**config.mk**
```make
export PLATFORM = sky130hd
export DESIGN_NAME = sha256_block_engine
export DESIGN_NICKNAME = d
export VERILOG_FILES = /design/src/rtl/sha256_block_engine.sv
export SDC_FILE = /design/constraint.sdc
export NUM_CORES = 2
export LEC_CHECK = 0
export BUFFER_PORTS_ARGS = -buffer_cell sky130_fd_sc_hd__buf_2
export CORE_ASPECT_RATIO = 1.75
export CORE_MARGIN = 1.5
export CORE_UTILIZATION = 42
export CTS_CLUSTER_SIZE = 30
export DETAILED_ROUTE_END_ITERATION = 6
export SLEW_MARGIN = 10
export SYNTH_ARGS = -nofsm -noshare
export SYNTH_HDL_FRONTEND = slang
export SYNTH_SLANG_ARGS = --single-unit
export TNS_END_PERCENT = 5
```
**constraint.sdc**
```tcl
create_clock -name clk -period 10.65 [get_ports clk]
set_clock_uncertainty 0.15 [all_clocks]
set_input_delay 0.5325 -clock clk [delete_from_list [all_inputs] [get_ports clk]]
set_output_delay 0.5325 -clock clk [all_outputs]
set_load 0.1 [all_outputs]
```
**src/rtl/sha256_block_engine.sv**
```systemverilog
// sha256_block_engine
//   SHA-256 compression engine for the miner datapath. Accepts one 512-bit
//   message block per valid/ready handshake, runs the 64 rounds with
//   ROUNDS_PER_CYCLE (1, 2 or 4) rounds folded into each clock, chains the
//   intermediate hash across blocks and presents the 256-bit digest together
//   with a one-cycle digest_valid strobe after every block.
//
// Ports
//   clk           rising-edge clock
//   rst_n         asynchronous active-low reset
//   blk_valid     block offered by the padder/loader
//   blk_ready     engine idle and able to accept a block
//   blk_data      message block, W0 in [511:480] ... W15 in [31:0]
//   blk_first     1 = start from the IV, 0 = chain from the previous digest
//   busy          high while rounds or the final hash update are running
//   digest_valid  one-cycle pulse, digest updated this cycle
//   digest        H0 in [255:224] ... H7 in [31:0], held between updates
module sha256_block_engine #(
  parameter int ROUNDS_PER_CYCLE = 1
) (
  input  logic         clk,
  input  logic         rst_n,
  input  logic         blk_valid,
  output logic         blk_ready,
  input  logic [511:0] blk_data,
  input  logic         blk_first,
  output logic         busy,
  output logic         digest_valid,
  output logic [255:0] digest
);

  localparam int ROUND_CYCLES = 64 / ROUNDS_PER_CYCLE;

  if (!(ROUNDS_PER_CYCLE == 1 || ROUNDS_PER_CYCLE == 2 || ROUNDS_PER_CYCLE == 4)) begin : g_bad_param
    $error("sha256_block_engine: ROUNDS_PER_CYCLE must be 1, 2 or 4");
  end

  localparam logic [31:0] IV [0:7] = '{
    32'h6a09e667, 32'hbb67ae85, 32'h3c6ef372, 32'ha54ff53a,
    32'h510e527f, 32'h9b05688c, 32'h1f83d9ab, 32'h5be0cd19
  };

  localparam logic [31:0] K_ROM [0:63] = '{
    32'h428a2f98, 32'h71374491, 32'hb5c0fbcf, 32'he9b5dba5, 32'h3956c25b, 32'h59f111f1, 32'h923f82a4, 32'hab1c5ed5,
    32'hd807aa98, 32'h12835b01, 32'h243185be, 32'h550c7dc3, 32'h72be5d74, 32'h80deb1fe, 32'h9bdc06a7, 32'hc19bf174,
    32'he49b69c1, 32'hefbe4786, 32'h0fc19dc6, 32'h240ca1cc, 32'h2de92c6f, 32'h4a7484aa, 32'h5cb0a9dc, 32'h76f988da,
    32'h983e5152, 32'ha831c66d, 32'hb00327c8, 32'hbf597fc7, 32'hc6e00bf3, 32'hd5a79147, 32'h06ca6351, 32'h14292967,
    32'h27b70a85, 32'h2e1b2138, 32'h4d2c6dfc, 32'h53380d13, 32'h650a7354, 32'h766a0abb, 32'h81c2c92e, 32'h92722c85,
    32'ha2bfe8a1, 32'ha81a664b, 32'hc24b8b70, 32'hc76c51a3, 32'hd192e819, 32'hd6990624, 32'hf40e3585, 32'h106aa070,
    32'h19a4c116, 32'h1e376c08, 32'h2748774c, 32'h34b0bcb5, 32'h391c0cb3, 32'h4ed8aa4a, 32'h5b9cca4f, 32'h682e6ff3,
    32'h748f82ee, 32'h78a5636f, 32'h84c87814, 32'h8cc70208, 32'h90befffa, 32'ha4506ceb, 32'hbef9a3f7, 32'hc67178f2
  };

  // Counter value at the start of the last round cycle.
  localparam logic [5:0] LAST_CNT = 6'((ROUND_CYCLES - 1) * ROUNDS_PER_CYCLE);

  function automatic logic [31:0] rotr(input logic [31:0] x, input int n);
    return (x >> n) | (x << (32 - n));
  endfunction

  function automatic logic [31:0] bsig0(input logic [31:0] x);
    return rotr(x, 2) ^ rotr(x, 13) ^ rotr(x, 22);
  endfunction

  function automatic logic [31:0] bsig1(input logic [31:0] x);
    return rotr(x, 6) ^ rotr(x, 11) ^ rotr(x, 25);
  endfunction

  function automatic logic [31:0] ssig0(input logic [31:0] x);
    return rotr(x, 7) ^ rotr(x, 18) ^ (x >> 3);
  endfunction

  function automatic logic [31:0] ssig1(input logic [31:0] x);
    return rotr(x, 17) ^ rotr(x, 19) ^ (x >> 10);
  endfunction

  typedef enum logic [1:0] {S_IDLE, S_ROUND, S_UPDATE} state_t;

  state_t      state_q, state_d;
  logic [5:0]  cnt_q, cnt_d;
  logic [31:0] work_q [8];   // a..h
  logic [31:0] work_d [8];
  logic [31:0] w_q    [16];  // w_q[0] is W[t] for the next round to run
  logic [31:0] w_d    [16];
  logic [31:0] h_q    [8];   // chaining value
  logic [31:0] h_d    [8];
  logic [255:0] digest_q, digest_d;
  logic         dv_q, dv_d;

  // Unrolled round chain: stage gi applies round cnt_q+gi and shifts the
  // schedule window by one word, so the last stage holds the state after
  // ROUNDS_PER_CYCLE rounds.
  for (genvar gi = 0; gi < ROUNDS_PER_CYCLE; gi++) begin : stg
    logic [31:0] wi [16];
    logic [31:0] si [8];
    logic [31:0] wo [16];
    logic [31:0] so [8];
    logic [31:0] t1, t2, w_new;

    if (gi == 0) begin : g_src
      assign wi = w_q;
      assign si = work_q;
    end else begin : g_src
      assign wi = stg[gi-1].wo;
      assign si = stg[gi-1].so;
    end

    assign t1 = si[7] + bsig1(si[4]) + ((si[4] & si[5]) ^ (~si[4] & si[6]))
              + K_ROM[cnt_q + 6'(gi)] + wi[0];
    assign t2 = bsig0(si[0]) + ((si[0] & si[1]) ^ (si[0] & si[2]) ^ (si[1] & si[2]));

    assign so[0] = t1 + t2;
    assign so[1] = si[0];
    assign so[2] = si[1];
    assign so[3] = si[2];
    assign so[4] = si[3] + t1;
    assign so[5] = si[4];
    assign so[6] = si[5];
    assign so[7] = si[6];

    // Word W[t+16] from the window where wi[k] = W[t+k].
    assign w_new = ssig1(wi[14]) + wi[9] + ssig0(wi[1]) + wi[0];

    for (genvar gk = 0; gk < 15; gk++) begin : g_shift
      assign wo[gk] = wi[gk+1];
    end
    assign wo[15] = w_new;
  end

  always_comb begin
    state_d   = state_q;
    cnt_d     = cnt_q;
    work_d    = work_q;
    w_d       = w_q;
    h_d       = h_q;
    digest_d  = digest_q;
    dv_d      = 1'b0;
    blk_ready = 1'b0;
    busy      = 1'b0;

    case (state_q)
      S_IDLE: begin
        blk_ready = 1'b1;
        if (blk_valid) begin
          for (int i = 0; i < 8; i++) begin
            work_d[i] = blk_first ? IV[i] : h_q[i];
            // A new message restarts the chain so the update adds the IV.
            if (blk_first) h_d[i] = IV[i];
          end
          for (int i = 0; i < 16; i++) begin
            w_d[i] = blk_data[511 - 32*i -: 32];
          end
          cnt_d   = 6'd0;
          state_d = S_ROUND;
        end
      end
      S_ROUND: begin
        busy   = 1'b1;
        work_d = stg[ROUNDS_PER_CYCLE-1].so;
        w_d    = stg[ROUNDS_PER_CYCLE-1].wo;
        cnt_d  = cnt_q + 6'(ROUNDS_PER_CYCLE);
        if (cnt_q == LAST_CNT) state_d = S_UPDATE;
      end
      S_UPDATE: begin
        busy = 1'b1;
        for (int i = 0; i < 8; i++) begin
          h_d[i] = h_q[i] + work_q[i];
          digest_d[255 - 32*i -: 32] = h_q[i] + work_q[i];
        end
        dv_d    = 1'b1;
        state_d = S_IDLE;
      end
      default: state_d = S_IDLE;
    endcase
  end

  always_ff @(posedge clk or negedge rst_n) begin
    if (!rst_n) begin
      state_q  <= S_IDLE;
      cnt_q    <= 6'd0;
      work_q   <= '{default: '0};
      w_q      <= '{default: '0};
      h_q      <= IV;
      digest_q <= '0;
      dv_q     <= 1'b0;
    end else begin
      state_q  <= state_d;
      cnt_q    <= cnt_d;
      work_q   <= work_d;
      w_q      <= w_d;
      h_q      <= h_d;
      digest_q <= digest_d;
      dv_q     <= dv_d;
    end
  end

  assign digest       = digest_q;
  assign digest_valid = dv_q;

endmodule

```
==> impl_metrics.tcl <==
set metrics [dict create \
    io_pins 775 \
    cap_viol_max_count 0 \
    crit_type "register to register" \
    grtUsageTotal_pct 36.3 \
    cts_sinks 1289 \
    finalHoldViolCount 0 \
    crit_slowest_cell "ha_1" \
    synth_edf_count 0 \
    critical_path_arrival_ps 9470 \
    nFillCells 18434 \
    die_y_um 593 \
    placed_area_um2 89900 \
    cp.buffers_inverters 9 \
    period_share_pct 84.3 \
    path_clk_slew_ps 70 \
    async_flop_share_pct 100 \
    synth_cell_types 101 \
    cts_root_buffer "clkbuf_16" \
    synth.cell_area_um2 83600 \
    min_period_ps 8980 \
    cp.required_ps 11140 \
    status "finished, violations left" \
    routed_wl_mm 374 \
    cts_buffers 140 \
    start_util_pct 42.3 \
    yosysWarningCount 0 \
    insertion_delay_ps 830 \
    gp_congestion 0.978 \
    area_delta_synth_final_pct 19.1 \
    cts_tree "done" \
    drt-met1-wl_mm 130 \
    synth_cells 9062 \
    die-width_um 340 \
    coreArea_um2 198000 \
    vias 75115 \
    synth_flop_cell "dfrtp_1" \
    synth_area_leaders "dfrtp_1 35%, o21ai_0 6.5%, ha_1 6.0%" \
    grt_overflow 0 \
    drc 9 \
    ff_latch_area_um2 32400 \
    finalSetupViolations 0 \
    antenna_found_initial 35 \
    slew_headroom_pct 4.96 \
    cp_max_fo 13 \
    synth-seq-cells 1289 \
    antenna_left 0 \
    grt_pass1_wl_mm 534 \
    setup_tns_ps 0 \
    crit_path_start_kind "register" \
    wire_per_inst_um 29.3 \
    vias_per_cell 5.89 \
    wl_met3_mm 23.0 \
    drtIter0Drc 5891 \
    worst_hold_path_type "primary input to register" \
    endpoint_kind "register" \
    max_slew.worst_pin.slew_ps 1420 \
    crit_top_cell "inv_1" \
    wl_met2_mm 182 \
    dp_hpwl_mm 283 \
    fmaxAchievable_mhz 111 \
    grt_max_degree 287 \
    avgSynthCellArea_um2 9.23 \
    final_max_slew_viol_count 0 \
    violations "DRC" \
    clockBufferDepth 4 \
    critical_path.top_delay_family "compound AO/OA/AOI/OAI gates" \
    highest_layer "met5" \
    yosysSeqAreaShare_pct 38.8 \
    dr.pass1.iters 7 \
    port_buffers 774 \
    rsz0062_at_grt "no" \
    drive_gt1_share_pct 15.3 \
    h-tree-depth 4 \
    multi_input_area_um2 46900 \
    die-area_um2 202000 \
    grt_pass1_vias 76201 \
    max_stage_delay_ps 730 \
    synth_top_area_share_pct 34.5 \
    finalNetCount 11123 \
    final_cell_area_um2 99600 \
    synthesis.nets 10173 \
    synth_top_area_cell "dfrtp_1" \
    std_cell_rows 216 \
]
==> synth_stat cells, types with 65 or more instances <==
master       n
fa_1       197
xor2_1     188
a22o_1      98
ha_1       398
mux2_2     194
o21a_1      76
nand3_1     84
xnor2_1    369
nand2_1    943
dfstp_2    136
nor3_1     104
clkbuf_1   571
a21oi_1    601
o22a_1      73
nor2_1     357
mux2i_1    426
dfrtp_1   1153
or3_1      136
o21ai_0   1089
a211oi_1    65
and3_1     125
inv_1      553
o22ai_1    165
a21o_1     208
==> routing by layer <==
layer	vias up	track usage, %
met5	-	0
met2	3190	62.2
met1	37060	38.4
met3	1031	6.21
met4	14	32.1
li1	33820	-
==> flip-flops by register name, indices dropped and copies added, names as in the netlist <==
name,flops
stg.wi,512
digest,256
h_q,256
stg.si,256
cnt_q,6
state_q,2
digest_valid,1
==> worst min-delay path: stages <==
cell     delay [ps]
buf_2            80
mux2i_1         150
o21ai_0         180
==> placed cells by master, fill, tap and decap left out, types with 194 or more instances in the layout <==
cell type / synthesis / layout
buf_2: 0 / 772
nor2_1: 357 / 352
a21o_1: 208 / 208
nand2_1: 943 / 940
mux2i_1: 426 / 426
fa_1: 197 / 197
o21ai_0: 1089 / 1087
a21oi_1: 601 / 599
inv_1: 553 / 549
xnor2_1: 369 / 368
ha_1: 398 / 395
dfrtp_1: 1153 / 1149
mux2_2: 194 / 194
dlygate4sd3_1: 0 / 504
==> cells by family (layout without fill, tap and decap cells) <==
group | after synthesis | after routing | share of synthesized area, %
xor gates and xnor gates | 559 | 559 | 5.89
and+or+nand+nor | 1971 | 1971 | 10.7
other | 0 | 29 | 0
buffers and inverters | 1171 | 2219 | 5.26
AOI/OAI and AO/OA | 2849 | 2849 | 20.9
muxes | 625 | 625 | 7.84
adders and majority gates | 598 | 598 | 10.7
DFF | 1289 | 1289 | 38.8
==> metrics by stage <==
| stage | util [%] | cells | hold slack, ps | setup slack [ps] |
|---|---|---|---|---|
| 6_report | 50.3 | 12755 | 69.5 | 1670 |
| 5_1_grt | 50.3 | 12741 | 12.8 | 1050 |
| 4_1_cts | 50.3 | 12725 | 2.44 | 1640 |
| 3_5_place_dp | 45.4 | 11981 | 319 | 1690 |
| 3_3_place_gp | 45.4 | 11981 | 310 | 1770 |
| 2_1_floorplan | - | 9062 | 86.9 | 2480 |
==> worst paths after layout <==
path,start,end,slack (ps),cells after the start
max,cnt_q[1],stg[0].si[253],1670,36
min,blk_data[265],stg[0].wi[265],70,3
max reg2reg,cnt_q[1],stg[0].si[253],1670,36
min reg2reg,stg[0].wi[429],stg[0].wi[429],330,2
max in group asynchronous,rst_n,digest[148],7610,4
min in group asynchronous,rst_n,stg[0].wi[338],120,2
==> area by class of cell <==
type / instances / share of cell area, %
Multi-Input combinational cell: 6602 / 47.1
Sequential cell: 1289 / 32.6
Timing Repair Buffer: 1423 / 10.2
Clock buffer: 191 / 4.03
Tap cell: 2616 / 3.29
Inverter: 556 / 2.11
Clock inverter: 49 / 0.592
Antenna cell: 29 / 0.0729
==> timing repair <==
action | CTS | global route
buffers inserted | 0 | 0
endpoints found under the hold margin | 611 | 0
hold buffers | 504 | 0
gates resized for setup | 0 | 0
Power is left out: the tool's default activity adds up to more than one toggle a clock period on the data nets, which glitch-free logic cannot reach.
